===== config.mk =====
export PLATFORM = sky130hd
export DESIGN_NAME = ram_march_bist
export DESIGN_NICKNAME = d
export VERILOG_FILES = /design/src/rtl/ram_march_bist.sv
export SDC_FILE = /design/constraint.sdc
export NUM_CORES = 1
export LEC_CHECK = 0
export CAP_MARGIN = 15
export CELL_PAD_IN_SITES_DETAIL_PLACEMENT = 0
export CELL_PAD_IN_SITES_GLOBAL_PLACEMENT = 2
export CORE_MARGIN = 8
export CORE_UTILIZATION = 29
export DETAILED_ROUTE_END_ITERATION = 10
export GPL_ROUTABILITY_DRIVEN = 1
export PLACE_DENSITY_LB_ADDON = 0.12
export SETUP_SLACK_MARGIN = 0.5
export SKIP_CTS_REPAIR_TIMING = 1
export SLEW_MARGIN = 20
export SYNTH_ARGS = -nofsm -noshare
export SYNTH_HDL_FRONTEND = slang
export SYNTH_SLANG_ARGS = --single-unit

===== constraint.sdc =====
create_clock -name clk -period 6.7 [get_ports clk]
set_input_delay 1.34 -clock clk [delete_from_list [all_inputs] [get_ports clk]]
set_output_delay 1.34 -clock clk [all_outputs]
set_load 0.01 [all_outputs]

===== src/rtl/ram_march_bist.sv =====
// March-test BIST initiator for a single-port RAM with asynchronous read.
// Runs write P up, read P / write ~P up, read ~P down; records first failure and error count.
module ram_march_bist #(
    parameter int unsigned DATA_WIDTH = 32,
    parameter int unsigned ADDR_WIDTH = 7,
    parameter int unsigned ERR_WIDTH  = 8
) (
    input  logic                  clk,
    input  logic                  rst_n,
    input  logic                  start,
    input  logic [DATA_WIDTH-1:0] pattern,
    output logic                  busy,
    output logic                  done,
    output logic                  pass,
    output logic [ERR_WIDTH-1:0]  err_count,
    output logic [ADDR_WIDTH-1:0] fail_addr,
    output logic [DATA_WIDTH-1:0] fail_data,
    output logic                  mem_we,
    output logic [ADDR_WIDTH-1:0] mem_addr,
    output logic [DATA_WIDTH-1:0] mem_d,
    input  logic [DATA_WIDTH-1:0] mem_q
);

    localparam logic [1:0] S_IDLE = 2'd0;
    localparam logic [1:0] S_W0   = 2'd1;
    localparam logic [1:0] S_R0W1 = 2'd2;
    localparam logic [1:0] S_R1   = 2'd3;

    localparam logic [ADDR_WIDTH-1:0] ADDR_LAST = '1;
    localparam logic [ERR_WIDTH-1:0]  ERR_MAX   = '1;

    logic [1:0]            state, state_n;
    logic [ADDR_WIDTH-1:0] addr, addr_n;
    logic [DATA_WIDTH-1:0] pat, pat_n;
    logic                  busy_n, done_n, pass_n;
    logic [ERR_WIDTH-1:0]  err_n;
    logic [ADDR_WIDTH-1:0] fail_addr_n;
    logic [DATA_WIDTH-1:0] fail_data_n;
    logic                  mismatch_c;

    // RAM drive decodes from the state register so the write lines up with the address
    assign mem_addr = addr;
    assign mem_we   = (state == S_W0) || (state == S_R0W1);
    assign mem_d    = (state == S_W0)   ? pat  :
                      (state == S_R0W1) ? ~pat : '0;

    assign mismatch_c = ((state == S_R0W1) && (mem_q != pat)) ||
                        ((state == S_R1)   && (mem_q != ~pat));

    // Next-state and status update
    always_comb begin
        state_n     = state;
        addr_n      = addr;
        pat_n       = pat;
        busy_n      = busy;
        done_n      = 1'b0;
        pass_n      = pass;
        err_n       = err_count;
        fail_addr_n = fail_addr;
        fail_data_n = fail_data;

        if (mismatch_c) begin
            if (err_count != ERR_MAX) err_n = err_count + ERR_WIDTH'(1);
            // err_count is zero only before the first mismatch, since it saturates
            if (err_count == '0) begin
                fail_addr_n = addr;
                fail_data_n = mem_q;
            end
        end

        case (state)
            S_IDLE: begin
                if (start) begin
                    state_n     = S_W0;
                    addr_n      = '0;
                    pat_n       = pattern;
                    busy_n      = 1'b1;
                    pass_n      = 1'b0;
                    err_n       = '0;
                    fail_addr_n = '0;
                    fail_data_n = '0;
                end
            end
            S_W0: begin
                if (addr == ADDR_LAST) begin
                    addr_n  = '0;
                    state_n = S_R0W1;
                end else begin
                    addr_n = addr + ADDR_WIDTH'(1);
                end
            end
            S_R0W1: begin
                if (addr == ADDR_LAST) begin
                    addr_n  = ADDR_LAST;
                    state_n = S_R1;
                end else begin
                    addr_n = addr + ADDR_WIDTH'(1);
                end
            end
            S_R1: begin
                if (addr == '0) begin
                    state_n = S_IDLE;
                    busy_n  = 1'b0;
                    done_n  = 1'b1;
                    pass_n  = (err_n == '0);
                end else begin
                    addr_n = addr - ADDR_WIDTH'(1);
                end
            end
            default: begin
                state_n = S_IDLE;
                busy_n  = 1'b0;
            end
        endcase
    end

    always_ff @(posedge clk or negedge rst_n) begin
        if (!rst_n) begin
            state     <= S_IDLE;
            addr      <= '0;
            pat       <= '0;
            busy      <= 1'b0;
            done      <= 1'b0;
            pass      <= 1'b0;
            err_count <= '0;
            fail_addr <= '0;
            fail_data <= '0;
        end else begin
            state     <= state_n;
            addr      <= addr_n;
            pat       <= pat_n;
            busy      <= busy_n;
            done      <= done_n;
            pass      <= pass_n;
            err_count <= err_n;
            fail_addr <= fail_addr_n;
            fail_data <= fail_data_n;
        end
    end

endmodule


* After elaboration in Yosys (flattened, before gate mapping)
Index checks and enable logic that the tools add are counted.
** Storage, ports and cells
- Register bits :: 91
- Output and inout port bits :: 90
- Input port bits :: 67
- Logic and storage cells :: 70
** Operators by class
- Reduce and logical (&&, ||, !) cells :: 13
- Mux-type cells :: 32
- Add/sub/neg operators :: 3
- Bitwise logic cells :: 1
- Eq/ne operators :: 12
** Operators by type and width (number)
- $mux 32 :: 6
- $ne 32x32->1 :: 2
- $mux 7 :: 8
- $mux 8 :: 4
- $not 32->32 :: 1
- $pmux 7 s4 :: 1
- $logic_not 8->1 :: 2
- $add 8x1->8 const B :: 1
- $mux 2 :: 4
- $ne 8x8->1 const B :: 1
- $pmux 2 s4 :: 1
- $add 7x1->7 const B :: 1
- $eq 7x7->1 const B :: 1
- $logic_not 7->1 :: 1
- $sub 7x1->7 const B :: 1
- $mux 1 :: 6
- $ne 2x1->1 const B :: 3
- $eq 2x2->1 const B :: 2
- $ne 2x2->1 const B :: 2
- $pmux 1 s2 :: 2
- $reduce_and 2->1 :: 2
- $reduce_and 4->1 :: 1
- $reduce_and 3->1 :: 1
- $eq 2x1->1 const B :: 1
- 4 further kinds :: 6

* Longest topological paths before layout
- Depth after elaboration :: 8
- Gate-level depth with buffers :: 11
- Gate-level depth less buffers :: 9

* Worst setup path before layout
OpenSTA, ideal clock, no wires.
- Kind :: input to register
- Start :: in mem_q[1]
- End :: reg fail_addr[5]
- Slack :: 3.542 ns
- Data required time :: 6.568 ns
- Arrival :: 3.026 ns
- Stages on the path :: 11
- Library setup time :: 0.132 ns
- Path buffers :: 3
- Cell sequence :: xnor2_1 nand4_1 nor4_2 nand2_1 a22o_1 and4b_1 clkbuf_1 buf_6 buf_6 mux2i_1 nor2_1
** Between the ends
- Longest elaborated chain between the ends :: 6
- Elaborated cells between the ends (all ways) :: 8
- Those cells by class :: 2 x eq/ne; 3 x mux; 3 x reduce/logical
** RTL lines
- start, declared :: RTL line 21 : input logic [DATA_WIDTH-1:0] mem_q
- $ne 32x32->1, on equally long branches :: RTL line 47, 48
- $logic_and 1x1->1, on equally long branches :: RTL line 47, 48
- $logic_or 1x1->1 * :: RTL line 47 : assign mismatch_c = ((state == S_R0W1) && (mem_q != pat)) ||
- $mux 7 * :: RTL line 62 : if (mismatch_c) begin
- $mux 7 :: RTL line 73 : if (start) begin
- $mux 7 * :: RTL line 71 : case (state)
- net fail_addr_n[5] :: RTL line 37 : logic [ADDR_WIDTH-1:0] fail_addr_n;
- end signal, assigned :: RTL line 136 : fail_addr <= fail_addr_n;
- end, declared :: RTL line 16 : output logic [ADDR_WIDTH-1:0] fail_addr,
The timed path passes the listed nets; every way through them passes the cells marked *.
A chain may end at the register's enable or synchronous reset.

* Worst setup path in the final report
- Start :: in mem_q[25]
- End :: reg fail_data[29]
** Between the ends
- Longest elaborated chain between the ends :: 6
- Elaborated cells between the ends (all ways) :: 8
- Those cells by class :: 2 x eq/ne; 3 x mux; 3 x reduce/logical
** RTL lines
- $ne 32x32->1, on equally long branches :: RTL line 47, 48
- $logic_and 1x1->1, on equally long branches :: RTL line 47, 48
- $logic_or 1x1->1 * :: RTL line 47
- $mux 32 * :: RTL line 62
- $mux 32 :: RTL line 73
- $mux 32 * :: RTL line 71
- net fail_data_n[29] :: RTL line 38 : logic [DATA_WIDTH-1:0] fail_data_n;
- end signal, assigned :: RTL line 137 : fail_data <= fail_data_n;
- end, declared :: RTL line 17 : output logic [DATA_WIDTH-1:0] fail_data,
Marked as above.

==> impl_metrics.csv <==
group,metric,value,unit
run_status,status,"finished clean",
pwr,p_int,2.00,mW
cts,cts_buffer_depth,2,
worst_setup_path,worst_ep_required_time,6.89,ns
synthesis,synth_adder_area_share,0.0230,
cts,cts-buffers-inserted,9,
drt,drt_iter0_drc,232,
cells_and_area,area_growth,42.3,%
synthesis,syn_inst,491,
global_route,grt_pass1_wl,25900,um
floorplan,die_w,146,um
synthesis,yosys-top-cells-area,"dfrtp_1 (46%), mux2i_1 (9.4%), mux2_2 (7.3%)",
job,maxCapViolCount,0,
synthesis,yosysTopAreaCell,"dfrtp_1",
drt,num_vias,4108,
synthesis,ys_seq_area_frac,0.464,
floorplan,rows,47,
drt,wl_per_cell,18.9,um
worst_setup_path,critPathKind,"in -> reg",
worst_setup_path,crit_path_end_kind,"flip-flop",
floorplan,die_h,146,um
drt,routed_wl,16300,um
pwr,pwr-share-comb,0.534,
pwr,switchingPower,1.33,mW
cells_and_area,mostFrequentLayoutCells,"clkdlybuf4s50_1 (155), dfrtp_1 (91), nor2_1 (59)",
pwr,p_leak,2.81,nW
cts,ctsHtreeMaxLevel,3,
cells_and_area,fin_nets,712,
synthesis,synth_xor_area_frac,0.0768,
cells_and_area,antenna_cells,0,
drt,vias_per_cell,4.77,
timing,finClkSkew,0.00709,ns
synthesis,synthFlopType,"dfrtp_1",
synthesis,ys_ff_latch,91,
timing,setup-violations-final,0,
drt,drc_errors,0,
global_route,grt.overflow.total,0,
synthesis,synth_edf_count,0,
floorplan,ios,157,
cts,cts_num_sinks,91,
drt,firstDrtPassIters,4,
timing,worstMarginPinSlew,1.04,ns
cts,cts_tree,"yes",
synthesis,syn-cell-area,4900,um^2
global_route,grt_max_degree,81,
placement,dpl.hpwl,12000,um
synthesis,yosysTopAreaCellShare,0.464,
pwr,p_seq_frac,0.299,
worst_setup_path,arrival,4.28,ns
synthesis,syn_nets,567,
timing,min_period_over_period,0.611,
global_route,grt_usage,0.154,
pwr,power.total,3.33,mW
cts,clk_latency,0.34,ns
timing,hold_violations,0,
pwr,p_per_area,477,nW/um^2
global_route,grt_pass1_vias,4385,
synthesis,synth_top_family_by_area,"multiplexers",
synthesis,yosys.area_share.simple,0.160,
synthesis,synth_compound_area_frac,0.0786,
global_route,grt_antenna_before_repair,0,
timing,period_needed,4.09,ns
cells_and_area,drive_above_1_share,0.0858,
placement,gp_congestion,0.794,
placement,portBuffers,156,
timing,fmax,244,MHz
pwr,peakVddDrop,170,uV
worst_setup_path,startpoint_type,"primary input",
floorplan,core,16600,um^2
cts,clk_pin_slew_worst_paths,0.07,ns
timing,rsz0062_at_grt,"no",
cells_and_area,final_common_cell,"clkdlybuf4s50_1",
synthesis,synthMuxAreaShare,0.167,
pwr,clkPwrFrac,0.167,
floorplan,dieArea,21300,um^2
floorplan,start_util,0.296,
drt,ant_nets,0,
synthesis,async_reset_ff_frac,1.00,
pwr,p_sw_frac,0.400,
worst_setup_path,worst-path-max-fanout,22,
timing,relSlewSlack,0.308,
synthesis,yosys_warnings,0,
synthesis,synth.avg_cell_area,9.99,um^2
synthesis,synth_cell_types,36,
timing,tns,0,ns
cts,root_buffer,"clkbuf_16",
timing,finalMaxSlewViolations,0,
worst_hold_path,hold_path_class,"reg -> reg",
-- metrics by stage --
step / hold WS [ns] / cells / util / worst slack [ns] / cell area, um^2
6_report: 0.514 / 861 / 0.421 / 2.61 / 6980
3_3_place_gp: 0.501 / 845 / 0.401 / 2.19 / 6660
5_1_grt: 0.557 / 861 / 0.421 / 2.34 / 6980
3_5_place_dp: 0.509 / 845 / 0.401 / 2.15 / 6660
4_1_cts: 0.524 / 861 / 0.421 / 2.51 / 6980
2_1_floorplan: 0.538 / 491 / - / 3.54 / 4900
-- path summary, 6_finish.rpt --
kind / cells after the start / endpoint / from / slack (ns)
max: 10 / fail_data[29]$_DFF_PN0_ / mem_q[25] / 2.61
min: 2 / pass$_DFFE_PN0P_ / pass$_DFFE_PN0P_ / 0.51
max reg2reg: 9 / fail_data[29]$_DFF_PN0_ / pat[25]$_DFFE_PN0P_ / 3.61
min reg2reg: 2 / pass$_DFFE_PN0P_ / pass$_DFFE_PN0P_ / 0.51
max in group asynchronous: 2 / err_count[1]$_DFF_PN0_ / rst_n / 4.62
min in group asynchronous: 1 / err_count[3]$_DFF_PN0_ / rst_n / 0.98
-- cells by family after synthesis --
| logic type | after synthesis |
|---|---|
| AND/OR/NAND/NOR | 169 |
| XOR/XNOR | 43 |
| multiplexers | 78 |
| adder cells (fa/ha/maj) | 9 |
| buffers and inverters | 34 |
| flip-flops | 91 |
| AO/OA/AOI/OAI | 67 |
-- sequential cells by signal, indices dropped and copies added (netlist names) --
signal	flops
fail_data	32
pat	32
err_count	8
fail_addr	7
mem_addr	7
state	2
busy	1
done	1
pass	1
-- layout make-up --
class	instances	area (um^2)
Tap cell	220	275
Fill cell	1647	9610
Inverter	8	30.0
Multi-Input combinational cell	366	2480
Sequential cell	91	2280
Clock inverter	4	73.8
Clock buffer	12	246
Timing Repair Buffer	160	1590
-- cell usage after synthesis, types with 8 or more instances --
| library cell | count |
|---|---|
| nand2_1 | 56 |
| xnor2_1 | 38 |
| nand4_1 | 12 |
| o21ai_0 | 45 |
| dfrtp_1 | 91 |
| clkbuf_1 | 21 |
| nor2_1 | 59 |
| ha_1 | 9 |
| inv_1 | 8 |
| mux2_2 | 32 |
| mux2i_1 | 46 |
| nor4_1 | 12 |
-- routing by layer --
metal  part of all wire  global-route usage  wire [um]  up-vias
met3              0.077              0.0575       1250       20
li1                   -                   -          -     1997
met1               0.43               0.187       7000     1952
met5                  0                   0          0        -
met4              0.020              0.0526        322        0
met2               0.47               0.249       7740      139
-- power groups by stage --
stage	registers, mW	clock network, mW	logic (mW)
after floorplan	0.982	0	0.993
after global placement	1.00	0	1.80
after detailed placement	1.01	0	1.81
after CTS	0.998	0.573	1.82
after global routing	1.03	0.602	1.96
final	0.995	0.557	1.78
-- critical path, cell delays in order --
cell and delay, ns:
clkdlybuf4s50_1 0.45, xnor2_1 0.36, nor4_1 0.10, and4_1 0.24, nand2_1 0.08, a22o_1 0.22
and4b_2 0.68, buf_4 0.48, mux2i_1 0.24, nor2_1 0.06
(Power assumes the default switching activity.)
